File: config.mk
export PLATFORM = sky130hd
export DESIGN_NAME = mul_share_arb_flat
export DESIGN_NICKNAME = d
export VERILOG_FILES = /design/src/rtl/mul_share_arb_if.sv /design/src/rtl/mul_share_arb.sv /design/src/flat_wrapper.sv
export SDC_FILE = /design/constraint.sdc
export NUM_CORES = 1
export LEC_CHECK = 0
export ABC_AREA = 1
export CAP_MARGIN = 20
export CORE_MARGIN = 2
export CORE_UTILIZATION = 40
export DETAILED_ROUTE_END_ITERATION = 12
export PLACE_DENSITY = 0.65
export SYNTH_ARGS = -nofsm -noshare
export SYNTH_HDL_FRONTEND = slang
export SYNTH_SLANG_ARGS = --single-unit
export TNS_END_PERCENT = 10
File: constraint.sdc
create_clock -name clk -period 2.8 [get_ports clk]
set_input_delay 0.84 -clock clk [delete_from_list [all_inputs] [get_ports clk]]
set_output_delay 0.84 -clock clk [all_outputs]
set_load 0.05 [all_outputs]
File: src/rtl/mul_share_arb_if.sv
// Bus between two requesters and the shared 4x4 multiplier arbiter.
// Requests are held levels and each one completes with a single-cycle done pulse.
interface mul_share_arb_if;
  logic       req0;
  logic [3:0] a0;
  logic [3:0] b0;
  logic       req1;
  logic [3:0] a1;
  logic [3:0] b1;
  logic       done0;
  logic       done1;
  logic [7:0] prod;
  logic       prod_valid;
  logic       prod_id;
  logic       busy;
  logic [1:0] dbg_state;

  // Handshake: a requester raises reqN with aN/bN valid and keeps all three stable
  // until doneN pulses for one cycle. It then drops reqN in that DONE cycle, or the
  // still-high level is taken as a fresh request in the following IDLE cycle.
  // prod/prod_id are valid while prod_valid is high, and they hold until the next DONE.
  modport master (
    output req0, a0, b0, req1, a1, b1,
    input  done0, done1, prod, prod_valid, prod_id, busy, dbg_state
  );

  modport slave (
    input  req0, a0, b0, req1, a1, b1,
    output done0, done1, prod, prod_valid, prod_id, busy, dbg_state
  );
endinterface

File: src/rtl/mul_share_arb.sv
// Two-requester round-robin arbiter around a shared 4x4 multiplier.
// The multiplier settles over LAT BUSY cycles, and the product is registered on entry to DONE.
module mul_share_arb #(
  parameter int LAT = 2
) (
  input  logic           clk,
  input  logic           rst,
  mul_share_arb_if.slave bus
);

  typedef enum logic [1:0] {S_IDLE = 2'd0, S_BUSY = 2'd1, S_DONE = 2'd2} state_t;

  localparam logic [3:0] CNT_LOAD = 4'(LAT - 1);

  state_t     state_q, state_d;
  logic [3:0] cnt_q, cnt_d;
  logic [3:0] a_q, a_d;
  logic [3:0] b_q, b_d;
  logic       win_q, win_d;
  logic       last_gnt_q, last_gnt_d;
  logic [7:0] prod_q, prod_d;
  logic       prod_id_q, prod_id_d;
  logic       gnt;

  always_ff @(posedge clk or posedge rst) begin
    if (rst) begin
      state_q    <= S_IDLE;
      cnt_q      <= 4'd0;
      a_q        <= 4'd0;
      b_q        <= 4'd0;
      win_q      <= 1'b0;
      last_gnt_q <= 1'b1;
      prod_q     <= 8'd0;
      prod_id_q  <= 1'b0;
    end else begin
      state_q    <= state_d;
      cnt_q      <= cnt_d;
      a_q        <= a_d;
      b_q        <= b_d;
      win_q      <= win_d;
      last_gnt_q <= last_gnt_d;
      prod_q     <= prod_d;
      prod_id_q  <= prod_id_d;
    end
  end

  always_comb begin
    state_d    = state_q;
    cnt_d      = cnt_q;
    a_d        = a_q;
    b_d        = b_q;
    win_d      = win_q;
    last_gnt_d = last_gnt_q;
    prod_d     = prod_q;
    prod_id_d  = prod_id_q;
    gnt        = 1'b0;
    case (state_q)
      S_IDLE: begin
        if (bus.req0 || bus.req1) begin
          // On a tie, the requester that was not granted last time wins.
          gnt        = (bus.req0 && bus.req1) ? ~last_gnt_q : bus.req1;
          win_d      = gnt;
          last_gnt_d = gnt;
          a_d        = gnt ? bus.a1 : bus.a0;
          b_d        = gnt ? bus.b1 : bus.b0;
          cnt_d      = CNT_LOAD;
          state_d    = S_BUSY;
        end
      end
      S_BUSY: begin
        if (cnt_q == 4'd0) begin
          prod_d    = {4'd0, a_q} * {4'd0, b_q};
          prod_id_d = win_q;
          state_d   = S_DONE;
        end else begin
          cnt_d = cnt_q - 4'd1;
        end
      end
      S_DONE:  state_d = S_IDLE;
      default: state_d = S_IDLE;
    endcase
  end

  assign bus.done0      = (state_q == S_DONE) && !win_q;
  assign bus.done1      = (state_q == S_DONE) &&  win_q;
  assign bus.prod_valid = (state_q == S_DONE);
  assign bus.busy       = (state_q != S_IDLE);
  assign bus.prod       = prod_q;
  assign bus.prod_id    = prod_id_q;
  assign bus.dbg_state  = state_q;

endmodule

File: src/flat_wrapper.sv
// flat-port wrapper written by rule: the top's interface ports become plain ports
module mul_share_arb_flat 
#(
  parameter int LAT = 2
)
  (clk, rst, bus_req0, bus_a0, bus_b0, bus_req1, bus_a1, bus_b1, bus_done0, bus_done1, bus_prod, bus_prod_valid, bus_prod_id, bus_busy, bus_dbg_state);
  mul_share_arb_if bus_i ();
  input  logic clk;
  input  logic rst;
  input wire logic [$bits(bus_i.req0)-1:0] bus_req0;
  input wire logic [$bits(bus_i.a0)-1:0] bus_a0;
  input wire logic [$bits(bus_i.b0)-1:0] bus_b0;
  input wire logic [$bits(bus_i.req1)-1:0] bus_req1;
  input wire logic [$bits(bus_i.a1)-1:0] bus_a1;
  input wire logic [$bits(bus_i.b1)-1:0] bus_b1;
  output wire logic [$bits(bus_i.done0)-1:0] bus_done0;
  output wire logic [$bits(bus_i.done1)-1:0] bus_done1;
  output wire logic [$bits(bus_i.prod)-1:0] bus_prod;
  output wire logic [$bits(bus_i.prod_valid)-1:0] bus_prod_valid;
  output wire logic [$bits(bus_i.prod_id)-1:0] bus_prod_id;
  output wire logic [$bits(bus_i.busy)-1:0] bus_busy;
  output wire logic [$bits(bus_i.dbg_state)-1:0] bus_dbg_state;
  assign bus_i.req0 = bus_req0;
  assign bus_i.a0 = bus_a0;
  assign bus_i.b0 = bus_b0;
  assign bus_i.req1 = bus_req1;
  assign bus_i.a1 = bus_a1;
  assign bus_i.b1 = bus_b1;
  assign bus_done0 = bus_i.done0;
  assign bus_done1 = bus_i.done1;
  assign bus_prod = bus_i.prod;
  assign bus_prod_valid = bus_i.prod_valid;
  assign bus_prod_id = bus_i.prod_id;
  assign bus_busy = bus_i.busy;
  assign bus_dbg_state = bus_i.dbg_state;
  mul_share_arb #(.LAT(LAT)) u_core (.clk(clk), .rst(rst), .bus(bus_i));
endmodule
==> impl_metrics.sql, run 1 <==
INSERT INTO impl_metrics (metric_group, metric, value, unit) VALUES
('cts', 'tritoncts_num_sinks', '25', ''),
('placement', 'number_of_instances_in_the_placed_design', '281', ''),
('setup_path', 'r2r_start', 'u_core.b_q[3]', ''),
('floorplan', 'num_rows', '23', ''),
('synthesis', 'netlist_instances', '198', ''),
('detailed_routing', 'drt-pass1-iter-count', '4', ''),
('setup_path', 'critPathCaptureType', 'flop', ''),
('cts', 'clkSlewWorstSetupHoldPaths', '0.09', 'ns'),
('floorplan', 'core_area', '3940', 'um^2'),
('synthesis', 'synth_enable_flop_cells', '0', ''),
('detailed_routing', 'vias', '1307', ''),
('grt', 'grt_start_max_net_pins', '26', ''),
('cts', 'cts_root_buffer', 'clkbuf_8', ''),
('setup_path', 'critical_path_peak_fanout', '5', ''),
('floorplan', 'design.portCount', '35', ''),
('floorplan', 'design.die.area', '4580', 'um^2'),
('cts', 'postCtsSetupRepairBufs', '0', ''),
('setup_path', 'reg2reg_to', 'u_core.bus.prod[6]', ''),
('floorplan', 'die_height', '67.6', 'um'),
('timing', 'setup_viol_count_final', '0', ''),
('timing', 'finalClockSkew', '0.00156', 'ns'),
('power_and_ir_drop', 'peakVddDrop', '0.000400', 'V'),
('power_and_ir_drop', 'sw_share', '51.4', '%'),
('cts', 'cts-htree-levels', '1', ''),
('synthesis', 'synthDistinctLibCells', '26', ''),
('detailed_routing', 'route.final.wire_length', '2970', 'um'),
('timing', 'rsz0062_at_grt', 'no', ''),
('synthesis', 'synthesis.nets', '236', ''),
('min_path', 'min-delay-start', 'u_core.bus.prod[1]', ''),
('timing', 'max_freq', '381', 'MHz'),
('cts', 'tritoncts_buffers', '3', ''),
('grt', 'grt_overflow', '0', ''),
('synthesis', 'ys_seq_area_share', '38.7', '%'),
('synthesis', 'synth_flop_cell', 'dfrtp_1', ''),
('min_path', 'worst_hold_path.num_cells', '2', ''),
('outcome', 'outcome', 'completed', ''),
('timing', 'period_needed', '2.63', 'ns'),
('grt', 'grt_pass1_wl', '5000', 'um'),
('setup_path', 'crit_type', 'flop to flop', ''),
('cts', 'clock_tree_from_tritoncts', 'yes', ''),
('placement', 'dp_hpwl', '2440', 'um'),
('finish', 'design.final.nets', '274', ''),
('setup_path', 'reg2reg_slack', '0.17', 'ns'),
('timing', 'hold_viol', '0', ''),
('power_and_ir_drop', 'net-switching-power', '1.27', 'mW'),
('timing', 'max_slew.worst_pin.slew', '0.501', 'ns'),
('timing', 'maxSlewViolCount', '0', ''),
('detailed_routing', 'routed_via_density', '4.59', ''),
('cts', 'cts_resized', '0', ''),
('min_path', 'hold_path.class', 'flop to flop', ''),
('cts', 'hold_fix_buffers_at_cts', '0', ''),
('power_and_ir_drop', 'cellLeakagePower', '1.06', 'nW'),
('grt', 'antenna_found_initial', '0', ''),
('flow_run', 'drv_cap', '0', ''),
('finish', 'final_cell_count_no_fill', '285', ''),
('cts', 'worst_skew_pair.late_latency', '0.26', 'ns'),
('cts', 'max-clock-path-buffers', '2', ''),
('placement', 'buffer_ports.inserted', '34', ''),
('synthesis', 'mapped_avg_cell_area', '8.18', 'um^2'),
('setup_path', 'crit_path_start_kind', 'flop', ''),
('placement', 'gpl.final_weighted_congestion', '0.833', ''),
('timing', 'max-slew-margin-rel', '66.5', '%'),
('power_and_ir_drop', 'p_int', '1.20', 'mW'),
('timing', 'final.period_utilization', '93.8', '%'),
('detailed_routing', 'routed_antenna_nets', '0', ''),
('finish', 'finalCoreUtilization', '52.3', '%'),
('floorplan', 'initial_utilization', '41.1', '%'),
('power_and_ir_drop', 'total_power', '2.47', 'mW'),
('placement', 'dpl-instance-area', '2010', 'um^2'),
('detailed_routing', '1st_iter_drt_viols', '35', ''),
('detailed_routing', 'wl_per_cell', '10.4', 'um');
[layer usage]
layer	part of all wire (%)	vias up	global-route usage, %	wire length [um]
met3	3.8	2	2.83	112
met5	0	-	0	0
met1	49	572	18.4	1450
met4	0.91	0	4.34	27
li1	-	702	-	-
met2	46	31	23.7	1370
[cells by family after synthesis]
logic type,share of synthesized area [%]
XOR/XNOR,0.541
adder cells (fa/ha/maj),15.8
buffers and inverters,9.65
AO/OA/AOI/OAI,10.6
AND/OR/NAND/NOR,24.8
flip-flops,38.7
[layout make-up]
type | count | area [um^2] | area share (%)
clock inverter | 1 | 7.51 | 0.364
inverter | 35 | 134 | 6.49
sequential | 25 | 627 | 30.4
tap | 50 | 62.6 | 3.03
clock buffer | 3 | 41.3 | 2.00
timing repair buffer | 35 | 348 | 16.9
multi-input combinational | 136 | 842 | 40.8
[worst max-delay path, cell delays in order (launching register included)]
cell      delay (ns)
dfrtp_1         0.43
nand2_2         0.08
fa_1            0.53
inv_1           0.05
fa_1            0.56
inv_1           0.07
fa_2            0.39
nand3b_1        0.16
nand2_1         0.09
or2_2           0.10
nand3_1         0.06
nand2_1         0.06
[cells in the mapped netlist (2+ instances only)]
| library cell | n | area share, % |
|---|---|---|
| o21ai_2 | 3 | 1.6 |
| dfrtp_1 | 24 | 37 |
| fa_1 | 4 | 4.9 |
| inv_1 | 32 | 7.4 |
| nor3_1 | 4 | 1.2 |
| buf_6 | 2 | 1.4 |
| o22ai_1 | 2 | 0.77 |
| nand2_1 | 50 | 12 |
| o21ai_0 | 17 | 5.3 |
| nand3_1 | 7 | 2.2 |
| a21oi_1 | 4 | 1.2 |
| o21ai_1 | 3 | 0.93 |
| nand2_2 | 6 | 2.3 |
| nor2_1 | 14 | 3.2 |
| ha_1 | 14 | 11 |
| inv_2 | 2 | 0.46 |
[sequential cells by signal (all words and copies together) (netlist names)]
name	flops
u_core.b_q	4
u_core.cnt_q	4
u_core.win_q	1
u_core.last_gnt_q	1
u_core.bus.prod_id	1
u_core.a_q	4
u_core.bus.prod	8
u_core.bus.dbg_state	2
[placed cells by master, fill, tap and decap left out]
cell             count
nand3_4              1
nor2_1              14
inv_4                1
clkinvlp_4           1
dfrtp_1             24
clkbuf_8             3
ha_1                14
nand2_1             49
fa_1                 3
a21oi_1              4
or2_2                1
inv_1               32
nor3_1               4
clkdlybuf4s50_1     34
nand3_1              7
nand2_2              7
xor2_1               1
inv_2                2
o21ai_1              3
o21ai_2              3
o31ai_2              1
fa_2                 1
nor2_8               1
dfstp_2              1
nor2_4               1
nand4_1              1
nand3b_1             1
buf_4                1
o22ai_1              2
o21ai_0             17
[per-stage QoR]
step / setup WS [ns] / hold WS [ns]
2_1_floorplan: 0.103 / 0.443
3_3_place_gp: 0.175 / 0.457
3_5_place_dp: 0.125 / 0.458
4_1_cts: 0.105 / 0.474
5_1_grt: 0.0390 / 0.489
6_report: 0.174 / 0.475
[worst max path at each step]
stage                                  startpoint            endpoint  cells past startpoint
after floorplan           u_core.bus.dbg_state[1]           bus_done1                      2
after global placement              u_core.b_q[3]  u_core.bus.prod[6]                     11
after detailed placement            u_core.b_q[3]  u_core.bus.prod[6]                     11
after CTS                           u_core.b_q[3]  u_core.bus.prod[6]                     11
after global routing                u_core.a_q[0]  u_core.bus.prod[6]                     11
final                               u_core.b_q[3]  u_core.bus.prod[6]                     11
[power groups by stage]
stage                     registers, mW  logic (mW)  clock network (mW)
after floorplan                   0.871        1.01                   0
after global placement            0.658        1.58                   0
after detailed placement          0.665        1.60                   0
after CTS                         0.658        1.61               0.226
after global routing              0.687        1.79               0.239
final                             0.661        1.60               0.216
(Power assumes the default switching activity.)
==> run 2: changes to the inputs <==
- GPL_TIMING_DRIVEN: not set -> 0
==> run 2 against run 1 <==
Effect of this change:
- sequential share of layout area is 0.44 points lower
- clock skew up 0.0034 ns
- via count up 3.4%
- die area is the same
- largest power group unchanged
==> impl_metrics.sql, run 2 (synthesis gave the netlist of run 1 again) <==
INSERT INTO impl_metrics (metric_group, metric, value, unit) VALUES
('outcome', 'outcome', 'completed', ''),
('placement', 'number_of_instances_in_the_placed_design', '282', ''),
('finish', 'share_of_final_layout_standard_cells_stronger_than_drive_strength_1', '11.8', '%'),
('finish', 'layout_commonest_cell', 'nand2_1', ''),
('detailed_routing', 'wl_per_cell', '10.6', 'um'),
('cts', 'worst_skew_pair.late_latency', '0.27', 'ns'),
('detailed_routing', 'route.final.wire_length', '3060', 'um'),
('min_path', 'worst_hold_path.endpoint', 'u_core.last_gnt_q', ''),
('grt', 'grt_usage', '15.5', '%'),
('timing', 'hold_viol', '0', ''),
('detailed_routing', 'post-route-drc-count', '0', ''),
('setup_path', 'reg2reg_to', 'u_core.bus.prod[6]', ''),
('cts', 'cts_root_buffer', 'clkbuf_8', ''),
('finish', 'antenna_cells_inserted', '0', ''),
('setup_path', 'critical_path_peak_fanout', '5', ''),
('floorplan', 'design.portCount', '35', ''),
('floorplan', 'floorplan.die.width', '67.6', 'um'),
('setup_path', 'worst_ep_arrival_time', '2.77', 'ns'),
('placement', 'dpl-instance-area', '2020', 'um^2'),
('timing', 'finalClockSkew', '0.00500', 'ns'),
('finish', 'final_cell_mix', '49 x nand2_1, 34 x clkdlybuf4s50_1, 32 x inv_1', ''),
('setup_path', 'r2r_cells', '11', ''),
('setup_path', 'reg2reg_slack', '0.20', 'ns'),
('finish', 'finalInstanceArea', '2090', 'um^2'),
('setup_path', 'crit_path_start_kind', 'flop', ''),
('finish', 'design.final.nets', '277', ''),
('timing', 'setup_tns', '0', 'ns'),
('finish', 'syn2layout_area_growth', '29.1', '%'),
('timing', 'max_slew.worst_pin.slew', '0.909', 'ns'),
('floorplan', 'num_rows', '23', ''),
('floorplan', 'die_height', '67.6', 'um'),
('floorplan', 'core_area', '3940', 'um^2'),
('grt', 'number_of_global_route_vias_before_repair', '1253', ''),
('cts', 'tritoncts_num_sinks', '25', ''),
('detailed_routing', '1st_iter_drt_viols', '32', ''),
('detailed_routing', 'routed_via_density', '4.69', ''),
('timing', 'final.period_utilization', '93.0', '%'),
('cts', 'tritoncts_buffers', '3', ''),
('timing', 'maxSlewViolCount', '0', ''),
('timing', 'period_needed', '2.60', 'ns'),
('grt', 'antenna_found_initial', '0', ''),
('min_path', 'min-delay-start', 'u_core.last_gnt_q', ''),
('finish', 'final_cell_count_no_fill', '288', ''),
('timing', 'max-slew-margin-rel', '39.3', '%'),
('timing', 'setup_viol_count_final', '0', ''),
('timing', 'rsz0062_at_grt', 'no', ''),
('finish', 'flip_flop_count_of_the_largest_register_all_copies_and_words_added', '8', ''),
('finish', 'n_fill_cell', '406', ''),
('power_and_ir_drop', 'cellLeakagePower', '1.08', 'nW'),
('floorplan', 'initial_utilization', '41.1', '%'),
('timing', 'max_freq', '384', 'MHz'),
('cts', 'hold_fix_buffers_at_cts', '0', ''),
('detailed_routing', 'drt-pass1-iter-count', '4', ''),
('detailed_routing', 'vias', '1352', ''),
('detailed_routing', 'routed_antenna_nets', '0', ''),
('setup_path', 'r2r_start', 'u_core.b_q[3]', ''),
('setup_path', 'critPathCaptureType', 'flop', ''),
('min_path', 'hold_path.class', 'flop to flop', ''),
('grt', 'grt_overflow', '0', ''),
('cts', 'max-clock-path-buffers', '2', ''),
('cts', 'clkSlewWorstSetupHoldPaths', '0.10', 'ns'),
('placement', 'gpl.final_weighted_congestion', '0.843', ''),
('grt', 'grt_start_max_net_pins', '26', ''),
('placement', 'pre_cts_setup_slack', '0.0737', 'ns'),
('cts', 'clock_tree_from_tritoncts', 'yes', ''),
('timing', 'setup_slack', '0.196', 'ns'),
('power_and_ir_drop', 'pwr_density_cell', '1210', 'nW/um^2'),
('placement', 'dp_hpwl', '2470', 'um'),
('flow_run', 'drv_cap', '0', ''),
('setup_path', 'cp.required', '2.97', 'ns'),
('power_and_ir_drop', 'peakVddDrop', '0.000397', 'V'),
('grt', 'grt_pass1_wl', '5420', 'um'),
('floorplan', 'design.die.area', '4580', 'um^2'),
('setup_path', 'crit_type', 'flop to flop', ''),
('cts', 'cts-htree-levels', '1', ''),
('min_path', 'worst_hold_path.num_cells', '2', ''),
('placement', 'buffer_ports.inserted', '34', '');
-- run 2: changes by cell type in the layout (fill, tap and decap cells not counted) --
cell   delta
buf_4     +1
buf_6     +2
-- run 2: worst max-delay path by stage --
stage	slack (ns)	end	start	cells after the start
floorplan	0.10	bus_done1	u_core.bus.dbg_state[1]	2
global placement	0.13	u_core.bus.prod[6]	u_core.b_q[3]	11
detailed placement	0.07	u_core.bus.prod[6]	u_core.b_q[3]	11
CTS	0.04	u_core.bus.prod[6]	u_core.b_q[3]	11
global route	0.06	u_core.bus.prod[6]	u_core.b_q[3]	11
finish	0.20	u_core.bus.prod[6]	u_core.b_q[3]	11
-- run 2: stage by stage --
step | total power [mW] | util [%] | hold slack, ns
after floorplan | 1.88 | - | 0.443
final | 2.53 | 53.1 | 0.469
after global placement | 2.26 | 51.3 | 0.453
after global routing | 2.80 | 53.1 | 0.488
after detailed placement | 2.30 | 51.3 | 0.460
after CTS | 2.53 | 52.6 | 0.471
-- run 2: timing repair --
action	CTS	global route
endpoints found under the hold margin	0	0
setup buffers	0	2
gates resized for setup	0	2
setup endpoints to repair	0	1
-- run 2: layer usage --
| layer | vias to the layer above | GRT usage, % | wire (um) |
|---|---|---|---|
| li1 | 707 | - | - |
| met1 | 612 | 20.8 | 1500 |
| met2 | 31 | 25.0 | 1410 |
| met3 | 2 | 2.67 | 119 |
| met4 | 0 | 5.36 | 32 |
| met5 | - | 0 | 0 |
-- run 2: power by group --
group,switching [mW],internal [mW]
clock network,0.122,0.101
registers,0.138,0.531
logic,1.03,0.610
total,1.29,1.24
-- run 2: critical path, stage by stage, from the launching register on --
cell	delay, ns
dfrtp_1	0.45
nand2_2	0.09
fa_1	0.54
inv_1	0.05
fa_1	0.50
inv_1	0.07
fa_2	0.39
nand3b_1	0.16
nand2_1	0.08
nand2_1	0.05
nand3_1	0.08
nand2_1	0.05
-- run 2: cell type report --
| type | count | area [um^2] | share of cell area [%] |
|---|---|---|---|
| multi-input combinational | 136 | 842 | 40.3 |
| sequential | 25 | 627 | 30.0 |
| timing repair buffer | 36 | 355 | 17.0 |
| inverter | 35 | 134 | 6.40 |
| tap | 50 | 62.6 | 2.99 |
| clock buffer | 3 | 41.3 | 1.97 |
| buffer | 2 | 22.5 | 1.08 |
| clock inverter | 1 | 7.51 | 0.359 |
